===== src/rtl/mem_arbiter_if.sv =====
// rtl/mem_arbiter_if.sv - requester and memory-side signal bundle for mem_arbiter
interface mem_arbiter_if #(
    parameter int ADDR_WIDTH = 32,
    parameter int DATA_WIDTH = 32
);
    logic                      if_req;
    logic [ADDR_WIDTH-1:0]     if_addr;
    logic                      if_gnt;
    logic                      if_rvalid;
    logic [DATA_WIDTH-1:0]     if_rdata;

    logic                      d_req;
    logic                      d_we;
    logic [ADDR_WIDTH-1:0]     d_addr;
    logic [DATA_WIDTH-1:0]     d_wdata;
    logic [DATA_WIDTH/8-1:0]   d_be;
    logic                      d_gnt;
    logic                      d_rvalid;
    logic [DATA_WIDTH-1:0]     d_rdata;

    logic                      mem_en;
    logic                      mem_we;
    logic [ADDR_WIDTH-1:0]     mem_addr;
    logic [DATA_WIDTH-1:0]     mem_wdata;
    logic [DATA_WIDTH/8-1:0]   mem_be;
    logic [DATA_WIDTH-1:0]     mem_rdata;

    // Arbiter side
    modport slave (
        input  if_req, if_addr,
        output if_gnt, if_rvalid, if_rdata,
        input  d_req, d_we, d_addr, d_wdata, d_be,
        output d_gnt, d_rvalid, d_rdata,
        output mem_en, mem_we, mem_addr, mem_wdata, mem_be,
        input  mem_rdata
    );

    // Core and memory side
    modport master (
        output if_req, if_addr,
        input  if_gnt, if_rvalid, if_rdata,
        output d_req, d_we, d_addr, d_wdata, d_be,
        input  d_gnt, d_rvalid, d_rdata,
        input  mem_en, mem_we, mem_addr, mem_wdata, mem_be,
        output mem_rdata
    );
endinterface


===== src/rtl/mem_arbiter.sv =====
// rtl/mem_arbiter.sv - fetch/data arbiter for a single-port fixed-latency memory
module mem_arbiter #(
    parameter int ADDR_WIDTH   = 32,
    parameter int DATA_WIDTH   = 32,
    parameter int MEM_LATENCY  = 2,
    parameter int STARVE_LIMIT = 4
) (
    input  logic         clk,
    input  logic         key,
    mem_arbiter_if.slave bus
);
    localparam int BE_WIDTH = DATA_WIDTH / 8;
    localparam int LAT_W    = (MEM_LATENCY > 1) ? $clog2(MEM_LATENCY) : 1;
    localparam int STV_W    = $clog2(STARVE_LIMIT + 1);
    localparam logic [LAT_W-1:0] LAT_LAST = LAT_W'(MEM_LATENCY - 1);
    localparam logic [STV_W-1:0] STV_MAX  = STV_W'(STARVE_LIMIT);

    typedef enum logic [1:0] {IDLE, ISSUE, WAIT, RESP} state_t;

    state_t                state_q,     state_d;
    logic [LAT_W-1:0]      lat_q,       lat_d;
    logic [STV_W-1:0]      starve_q,    starve_d;
    logic                  sel_data_q,  sel_data_d;
    logic                  if_gnt_q,    if_gnt_d;
    logic                  d_gnt_q,     d_gnt_d;
    logic                  if_rvalid_q, if_rvalid_d;
    logic                  d_rvalid_q,  d_rvalid_d;
    logic [DATA_WIDTH-1:0] if_rdata_q,  if_rdata_d;
    logic [DATA_WIDTH-1:0] d_rdata_q,   d_rdata_d;
    logic                  mem_en_q,    mem_en_d;
    logic                  mem_we_q,    mem_we_d;
    logic [ADDR_WIDTH-1:0] mem_addr_q,  mem_addr_d;
    logic [DATA_WIDTH-1:0] mem_wdata_q, mem_wdata_d;
    logic [BE_WIDTH-1:0]   mem_be_q,    mem_be_d;
    logic                  fetch_wins;

    assign fetch_wins = bus.if_req && (!bus.d_req || (starve_q == STV_MAX));

    always_comb begin
        state_d     = state_q;
        lat_d       = lat_q;
        starve_d    = starve_q;
        sel_data_d  = sel_data_q;
        if_gnt_d    = 1'b0;
        d_gnt_d     = 1'b0;
        if_rvalid_d = 1'b0;
        d_rvalid_d  = 1'b0;
        if_rdata_d  = if_rdata_q;
        d_rdata_d   = d_rdata_q;
        mem_en_d    = 1'b0;
        mem_we_d    = mem_we_q;
        mem_addr_d  = mem_addr_q;
        mem_wdata_d = mem_wdata_q;
        mem_be_d    = mem_be_q;

        case (state_q)
            IDLE, RESP: begin
                if (bus.if_req || bus.d_req) begin
                    state_d    = ISSUE;
                    mem_en_d   = 1'b1;
                    sel_data_d = !fetch_wins;
                    if (fetch_wins) begin
                        if_gnt_d    = 1'b1;
                        mem_we_d    = 1'b0;
                        mem_addr_d  = bus.if_addr;
                        mem_wdata_d = '0;
                        mem_be_d    = '1;
                        starve_d    = '0;
                    end else begin
                        d_gnt_d     = 1'b1;
                        mem_we_d    = bus.d_we;
                        mem_addr_d  = bus.d_addr;
                        mem_wdata_d = bus.d_wdata;
                        mem_be_d    = bus.d_be;
                        // Only a data win over a waiting fetch counts toward starvation
                        if (!bus.if_req) begin
                            starve_d = '0;
                        end else if (starve_q != STV_MAX) begin
                            starve_d = starve_q + STV_W'(1);
                        end
                    end
                end else begin
                    state_d  = IDLE;
                    starve_d = '0;
                end
            end
            ISSUE: begin
                state_d = WAIT;
                lat_d   = LAT_LAST;
            end
            WAIT: begin
                if (lat_q == '0) begin
                    state_d = RESP;
                    if (sel_data_q) begin
                        d_rvalid_d = 1'b1;
                        if (!mem_we_q) begin
                            d_rdata_d = bus.mem_rdata;
                        end
                    end else begin
                        if_rvalid_d = 1'b1;
                        if_rdata_d  = bus.mem_rdata;
                    end
                end else begin
                    lat_d = lat_q - LAT_W'(1);
                end
            end
            default: state_d = IDLE;
        endcase
    end

    always_ff @(posedge clk or negedge key) begin
        if (!key) begin
            state_q     <= IDLE;
            lat_q       <= '0;
            starve_q    <= '0;
            sel_data_q  <= 1'b0;
            if_gnt_q    <= 1'b0;
            d_gnt_q     <= 1'b0;
            if_rvalid_q <= 1'b0;
            d_rvalid_q  <= 1'b0;
            if_rdata_q  <= '0;
            d_rdata_q   <= '0;
            mem_en_q    <= 1'b0;
            mem_we_q    <= 1'b0;
            mem_addr_q  <= '0;
            mem_wdata_q <= '0;
            mem_be_q    <= '0;
        end else begin
            state_q     <= state_d;
            lat_q       <= lat_d;
            starve_q    <= starve_d;
            sel_data_q  <= sel_data_d;
            if_gnt_q    <= if_gnt_d;
            d_gnt_q     <= d_gnt_d;
            if_rvalid_q <= if_rvalid_d;
            d_rvalid_q  <= d_rvalid_d;
            if_rdata_q  <= if_rdata_d;
            d_rdata_q   <= d_rdata_d;
            mem_en_q    <= mem_en_d;
            mem_we_q    <= mem_we_d;
            mem_addr_q  <= mem_addr_d;
            mem_wdata_q <= mem_wdata_d;
            mem_be_q    <= mem_be_d;
        end
    end

    assign bus.if_gnt    = if_gnt_q;
    assign bus.d_gnt     = d_gnt_q;
    assign bus.if_rvalid = if_rvalid_q;
    assign bus.d_rvalid  = d_rvalid_q;
    assign bus.if_rdata  = if_rdata_q;
    assign bus.d_rdata   = d_rdata_q;
    assign bus.mem_en    = mem_en_q;
    assign bus.mem_we    = mem_we_q;
    assign bus.mem_addr  = mem_addr_q;
    assign bus.mem_wdata = mem_wdata_q;
    assign bus.mem_be    = mem_be_q;
endmodule


===== src/flat_wrapper.sv =====
// flat-port wrapper written by rule: the top's interface ports become plain ports
module mem_arbiter_flat 
#(
    parameter int ADDR_WIDTH   = 32,
    parameter int DATA_WIDTH   = 32,
    parameter int MEM_LATENCY  = 2,
    parameter int STARVE_LIMIT = 4
)
  (clk, key, bus_if_req, bus_if_addr, bus_if_gnt, bus_if_rvalid, bus_if_rdata, bus_d_req, bus_d_we, bus_d_addr, bus_d_wdata, bus_d_be, bus_d_gnt, bus_d_rvalid, bus_d_rdata, bus_mem_en, bus_mem_we, bus_mem_addr, bus_mem_wdata, bus_mem_be, bus_mem_rdata);
  mem_arbiter_if #(.ADDR_WIDTH(ADDR_WIDTH), .DATA_WIDTH(DATA_WIDTH)) bus_i ();
  input  logic clk;
  input  logic key;
  input wire logic [$bits(bus_i.if_req)-1:0] bus_if_req;
  input wire logic [$bits(bus_i.if_addr)-1:0] bus_if_addr;
  output wire logic [$bits(bus_i.if_gnt)-1:0] bus_if_gnt;
  output wire logic [$bits(bus_i.if_rvalid)-1:0] bus_if_rvalid;
  output wire logic [$bits(bus_i.if_rdata)-1:0] bus_if_rdata;
  input wire logic [$bits(bus_i.d_req)-1:0] bus_d_req;
  input wire logic [$bits(bus_i.d_we)-1:0] bus_d_we;
  input wire logic [$bits(bus_i.d_addr)-1:0] bus_d_addr;
  input wire logic [$bits(bus_i.d_wdata)-1:0] bus_d_wdata;
  input wire logic [$bits(bus_i.d_be)-1:0] bus_d_be;
  output wire logic [$bits(bus_i.d_gnt)-1:0] bus_d_gnt;
  output wire logic [$bits(bus_i.d_rvalid)-1:0] bus_d_rvalid;
  output wire logic [$bits(bus_i.d_rdata)-1:0] bus_d_rdata;
  output wire logic [$bits(bus_i.mem_en)-1:0] bus_mem_en;
  output wire logic [$bits(bus_i.mem_we)-1:0] bus_mem_we;
  output wire logic [$bits(bus_i.mem_addr)-1:0] bus_mem_addr;
  output wire logic [$bits(bus_i.mem_wdata)-1:0] bus_mem_wdata;
  output wire logic [$bits(bus_i.mem_be)-1:0] bus_mem_be;
  input wire logic [$bits(bus_i.mem_rdata)-1:0] bus_mem_rdata;
  assign bus_i.if_req = bus_if_req;
  assign bus_i.if_addr = bus_if_addr;
  assign bus_if_gnt = bus_i.if_gnt;
  assign bus_if_rvalid = bus_i.if_rvalid;
  assign bus_if_rdata = bus_i.if_rdata;
  assign bus_i.d_req = bus_d_req;
  assign bus_i.d_we = bus_d_we;
  assign bus_i.d_addr = bus_d_addr;
  assign bus_i.d_wdata = bus_d_wdata;
  assign bus_i.d_be = bus_d_be;
  assign bus_d_gnt = bus_i.d_gnt;
  assign bus_d_rvalid = bus_i.d_rvalid;
  assign bus_d_rdata = bus_i.d_rdata;
  assign bus_mem_en = bus_i.mem_en;
  assign bus_mem_we = bus_i.mem_we;
  assign bus_mem_addr = bus_i.mem_addr;
  assign bus_mem_wdata = bus_i.mem_wdata;
  assign bus_mem_be = bus_i.mem_be;
  assign bus_i.mem_rdata = bus_mem_rdata;
  mem_arbiter #(.ADDR_WIDTH(ADDR_WIDTH), .DATA_WIDTH(DATA_WIDTH), .MEM_LATENCY(MEM_LATENCY), .STARVE_LIMIT(STARVE_LIMIT)) u_core (.clk(clk), .key(key), .bus(bus_i));
endmodule

===== config.mk =====
export PLATFORM = sky130hd
export DESIGN_NAME = mem_arbiter_flat
export DESIGN_NICKNAME = d
export VERILOG_FILES = /design/src/rtl/mem_arbiter_if.sv /design/src/rtl/mem_arbiter.sv /design/src/flat_wrapper.sv
export SDC_FILE = /design/constraint.sdc
export NUM_CORES = 1
export LEC_CHECK = 0
export ABC_AREA = 1
export CELL_PAD_IN_SITES_DETAIL_PLACEMENT = 0
export CELL_PAD_IN_SITES_GLOBAL_PLACEMENT = 1
export CORE_AREA = 5 5 192 120
export DETAILED_ROUTE_END_ITERATION = 8
export DIE_AREA = 0 0 197 125
export GPL_TIMING_DRIVEN = 0
export PLACE_DENSITY_LB_ADDON = 0.1
export SYNTH_ARGS = -nofsm -noshare
export SYNTH_HDL_FRONTEND = slang
export SYNTH_SLANG_ARGS = --single-unit
export TNS_END_PERCENT = 5

===== constraint.sdc =====
create_clock -name clk -period 2 [get_ports clk]
set_input_delay 0.2 -clock clk [delete_from_list [all_inputs] [get_ports clk]]
set_output_delay 0.2 -clock clk [all_outputs]
set_load 0.02 [all_outputs]

# Yosys cells after proc, flatten, opt, wreduce, memory -nomap -nowiden

Cells that the tools add are included.

Add/subtract/negate cells: 2
Eq/ne operators: 7
Muxes and demuxes: 27
Bitwise gates (word level): 3
Reduce and logical (&&, ||, !) cells: 12

Operator list:

| kind                                                                  | number |
|---|---|
| 32-bit 2-to-1 mux                                                     | 2 |
| 1-bit 2-to-1 mux                                                      | 17 |
| 3-bit 2-to-1 mux                                                      | 4 |
| 2-bit case mux with 3 select lines                                    | 1 |
| 2-bit equality test, second input constant                            | 2 |
| 4-bit 2-to-1 mux                                                      | 1 |
| 4-bit by 3-bit != test with 1-bit output, second input constant       | 1 |
| 2-bit AND reduction                                                   | 2 |
| 4-bit AND reduction                                                   | 1 |
| 3-bit by 1-bit adder with 3-bit output, second input constant         | 1 |
| 3-bit equality test, second input constant                            | 1 |
| 3-bit != test, second input constant                                  | 1 |
| 1-bit NOT                                                             | 3 |
| 3-bit AND reduction                                                   | 1 |
| 2-bit by 1-bit equality test with 1-bit output, second input constant | 1 |
| 1-bit zero test                                                       | 2 |
| 2-bit zero test                                                       | 1 |
| 1-bit logical OR                                                      | 2 |
| 2-bit 2-to-1 mux                                                      | 1 |
| 2-bit != test, second input constant                                  | 1 |
| 1-bit case mux with 2 select lines                                    | 1 |
| 2-bit nonzero test                                                    | 1 |
| 2-bit OR reduction                                                    | 1 |
| 1-bit logical AND                                                     | 1 |
| 1-bit subtractor, second input constant                               | 1 |

Flip-flop bits (word level): 145
Logic and storage cells: 66

# Longest topological paths before layout

Word-level depth: 6
Gate-level depth with buffers: 10

# Worst setup path before layout

No wires, ideal clock.

Kind: register -> register
Start point: register u_core.state_q[1]
End point: register u_core.mem_be_q[1] (netlist: u_core.bus.mem_be[1])
Library setup time: 0.113 ns
Data arrival time: 1.312 ns
Setup slack: 0.575 ns
Stages on the path, launching flop included: 9
Clock period less this slack: 1.425 ns
Path through: dfrtp_1 > ha_1 > buf_4 > nand2_4 > nand2_4 > buf_6 > or2_0 > nand2_1 > inv_1

Cells in the longest elaborated chain, start to end: 3

RTL lines:

| what                                                          | line               | RTL |
|---|---|---|
| start, declared                                               | mem_arbiter.sv:20  | `state_t state_q, state_d;` |
| start signal, assigned                                        | mem_arbiter.sv:129 | `state_q <= state_d;` |
| 2-bit equality test / 2-bit zero test (equally long branches) | mem_arbiter.sv:56  | `case (state_q)` |
| 2-bit OR reduction (*)                                        | mem_arbiter.sv:56  |  |
| 2-bit AND reduction (no line) (*)                             | n/a                |  |
| end signal, assigned                                          | mem_arbiter.sv:143 | `mem_be_q <= mem_be_d;` |
| end, declared                                                 | mem_arbiter.sv:34  | `logic [BE_WIDTH-1:0] mem_be_q, mem_be_d;` |

Every way passes the cells marked *; elsewhere a longest branch is shown, timed or not.
A chain may end at the register's enable or synchronous reset.

# Worst setup path after layout

Start point: register u_core.starve_q[0]
End point: register u_core.mem_addr_q[0] (netlist: u_core.bus.mem_addr[0])

Cells in the longest elaborated chain, start to end: 4

RTL lines:

| what                   | line               | RTL |
|---|---|---|
| start, declared        | mem_arbiter.sv:22  | `logic [STV_W-1:0] starve_q, starve_d;` |
| start signal, assigned | mem_arbiter.sv:131 | `starve_q <= starve_d;` |
| 3-bit equality test    | mem_arbiter.sv:37  | `assign fetch_wins = bus.if_req && (!bus.d_req \|\| (starve_q == STV_MAX));` |
| 1-bit logical OR       | mem_arbiter.sv:37  |  |
| 1-bit logical AND      | mem_arbiter.sv:37  |  |
| 32-bit 2-to-1 mux      | mem_arbiter.sv:62  | `if (fetch_wins) begin` |
| end signal, assigned   | mem_arbiter.sv:141 | `mem_addr_q <= mem_addr_d;` |
| end, declared          | mem_arbiter.sv:32  | `logic [ADDR_WIDTH-1:0] mem_addr_q, mem_addr_d;` |

Every way passes these cells.

==> out/metrics.yaml <==
fp.dieArea_um2: 24630
worstPathArrival_ps: 1990
hold_viol_final: 0
finClkSkew_ps: 8.241
synth_nets: 865
period_minus_slack_ps: 1697
cts_max_level: 4
p_per_area_nw_per_um2: 1721
drive_above_1_share_pct: 6.699
clock_sink_count: 145
ys_seq_area_share_pct: 58.72
cts_tree: "built"
synth-edff-count: 0
seqCellArea_um2: 3628
crit_type: "reg2reg"
ir_drop_v: 0.0007410
synth_warnings: 0
crit_path_frequent_cell: "nand2_1"
worst_pin_slew_ps: 614.4
rows: 42
path_delay_family: "simple AND/OR/NAND/NOR gates"
ys_ff_latch: 145
power_w: 0.01712
pwr-share-seq_pct: 30.0
maxCapViolCount: 0
clockBufferDepth: 2
globalplace.congestion: 0.7774
die_h_um: 125
p_sw_w: 0.006677
relSlewSlack_pct: 59.04
grt_pass1_vias: 5503
diodes: 0
cp_max_fo: 10
yosysUniqueCellTypes: 22
num_io_pins: 275
p_int_w: 0.01044
routedWlPerCell_um: 15.63
combPwrFrac_pct: 49.8
grt_max_degree: 85
path_cells: "inv_1, ha_1, nand2_1, nand2_2, nand2_2, buf_2, nand2_1, nand3_1, nand2_1"
ys_top_cells_by_count: "nand2_1, dfrtp_1, inv_1, nand3_1, o21ai_0"
synth.largest_area_cell: "dfrtp_1"
cts-root-buf: "clkbuf_16"
syn_inst: 725
start_kind: "flip-flop"
sw_frac_of_total_pct: 39.01
grtUsageTotal_pct: 16.64
grt_pass1_wl_mm: 32.01
path_buf_inv: 2
hp-class: "in2reg"
route.detailed.drc: 0
netlist.area_leader.share_pct: 58.72
period_share_pct: 84.85
grt_antenna_before_repair: 1
synthArstFlopShare_pct: 100.0
slowest_stage: "dfrtp_1"
fillers: 2165
cpPeakStageDelay_ps: 350
multi_input_comb_area_um2: 1891
setup_viol: 0
cp.required_ps: 2290
via_per_inst: 4.284
area.growth.synth_to_final_pct: 60.98
drv_slew: 0
initialDrtViolationCount: 210
overflow: 0
start_util_pct: 28.96
cts_buffers: 17
routed_wl_mm: 20.56
first_pass_iters: 4
run_status: "finished, final reports clean"
rsz0062_at_grt: "no"
vias: 5638
hpwl_mm: 15.32
syn_area_per_cell_um2: 8.524
cts_resized: 0
yosysMostFrequentCell: "nand2_1"
nNetsFinal: 1159
power_frac_clock_pct: 20.3
hold_ws_ps: 116.6
core_area_um2: 21340
synthTopCellsByArea: "dfrtp_1, nand2_1, nand3_1"
post_cts_buffers: 0
die_w_um: 197
leakage_nw: 4.969
clk_latency_ps: 410
ant_nets: 0
portBuffers: 273
worst_setup_path_end_kind: "flip-flop"
synth_flop_cell: "dfrtp_1"
clk_pin_slew_worst_paths_ps: 60
fmax_mhz: 589.3
netlist_area_um2: 6180
power by group through the flow:
| stage | Combinational (W) | Clock (W) | Sequential, W |
|---|---|---|---|
| floorplan | 0.00276 | 0 | 0.00681 |
| global placement | 0.00863 | 0 | 0.00516 |
| detailed placement | 0.00869 | 0 | 0.00514 |
| CTS | 0.00870 | 0.00357 | 0.00514 |
| global route | 0.00929 | 0.00368 | 0.00531 |
| finish | 0.00852 | 0.00347 | 0.00513 |
layout make-up:
class | count | share of cell area, %
Sequential cell | 145 | 36.47
Timing Repair Buffer | 275 | 27.86
Multi-Input combinational cell | 430 | 19.00
Clock buffer | 26 | 5.219
Inverter | 110 | 4.176
Tap cell | 286 | 3.597
Buffer | 40 | 2.465
Clock inverter | 4 | 1.207
stage by stage:
step	cell area, um^2	setup WS (ps)	util [%]	TNS (ps)	cells
CTS	9948	261.4	46.63	0	1316
detailed placement	9299	232.9	43.58	0	1285
floorplan	6180	575.2	-	0	725
global placement	9270	-5607	43.45	-809680	1284
finish	9948	303.0	46.63	0	1316
global route	9948	115.5	46.63	0	1316
cell usage in the layout (no fill, tap or decap):
master / instances
a21oi_1: 4
buf_16: 1
buf_2: 16
buf_4: 8
buf_6: 7
bufinv_16: 4
clkbuf_1: 13
clkbuf_16: 17
clkbuf_8: 6
clkdlybuf4s50_1: 272
dfrtp_1: 145
dlygate4sd3_1: 1
ha_1: 3
inv_1: 108
inv_2: 1
inv_4: 1
nand2_1: 251
nand2_2: 4
nand2_4: 2
nand3_1: 82
nand3_2: 1
nand3b_1: 3
nor2_1: 6
nor3_1: 1
o21ai_0: 69
or2_0: 2
or2_2: 1
xor2_1: 1
layer usage:
metal	up-vias	GRT usage, %	part of all wire [%]
li1	2808	-	-
met1	2629	24.71	50
met2	180	22.29	40
met3	19	6.507	8.3
met4	2	4.727	1.4
met5	-	0	0.053
path summary, 6_finish.rpt:
check / cells after the start / from / slack (ps) / endpoint
min in group asynchronous: 2 / key / 330 / u_core.bus.mem_addr[10]$_DFFE_PN0P_
setup / recovery: 9 / u_core.starve_q[0]$_DFFE_PN0P_ / 300 / u_core.bus.mem_addr[0]$_DFFE_PN0P_
max in group asynchronous: 3 / key / 770 / u_core.bus.mem_wdata[22]$_DFFE_PN0P_
hold reg to reg: 2 / u_core.bus.mem_addr[0]$_DFFE_PN0P_ / 480 / u_core.bus.mem_addr[0]$_DFFE_PN0P_
hold / removal: 3 / bus_if_req / 120 / u_core.bus.if_gnt$_DFF_PN0_
setup reg to reg: 9 / u_core.starve_q[0]$_DFFE_PN0P_ / 300 / u_core.bus.mem_addr[0]$_DFFE_PN0P_
flip-flops by register name, summed over array words and instances, names as in the netlist:
signal	flops
u_core.sel_data_q	1
u_core.bus.mem_wdata	32
u_core.starve_q	3
u_core.bus.if_rvalid	1
u_core.bus.d_gnt	1
u_core.bus.mem_addr	32
u_core.bus.d_rdata	32
u_core.bus.mem_en	1
u_core.bus.if_gnt	1
u_core.bus.mem_we	1
u_core.bus.if_rdata	32
u_core.lat_q	1
u_core.bus.mem_be	4
u_core.bus.d_rvalid	1
u_core.state_q	2
worst reg2reg max path, cell delays in order (launching register included):
cell and delay (ps):
dfrtp_1 350, inv_1 70, ha_1 190, nand2_1 70, nand2_2 130, nand2_2 190, buf_2 260, nand2_1 100
nand3_1 170, nand2_1 70
cell families (layout without fill, tap and decap cells):
logic type                 count (synthesis)  count (layout)  share of synthesized area, %
buffers and inverters                    150             455                         10.69
adders and majority gates                  3               3                        0.6075
DFF                                      145             145                         58.72
AOI/OAI and AO/OA                         73              73                         5.912
xor gates and xnor gates                   1               1                        0.1418
and+or+nand+nor                          353             353                         23.93
what timing repair did:
action                     CTS  global route
hold endpoints to repair    61             0
setup endpoints to repair    0             0
hold buffers                 1             0
(Power assumes the default switching activity.)
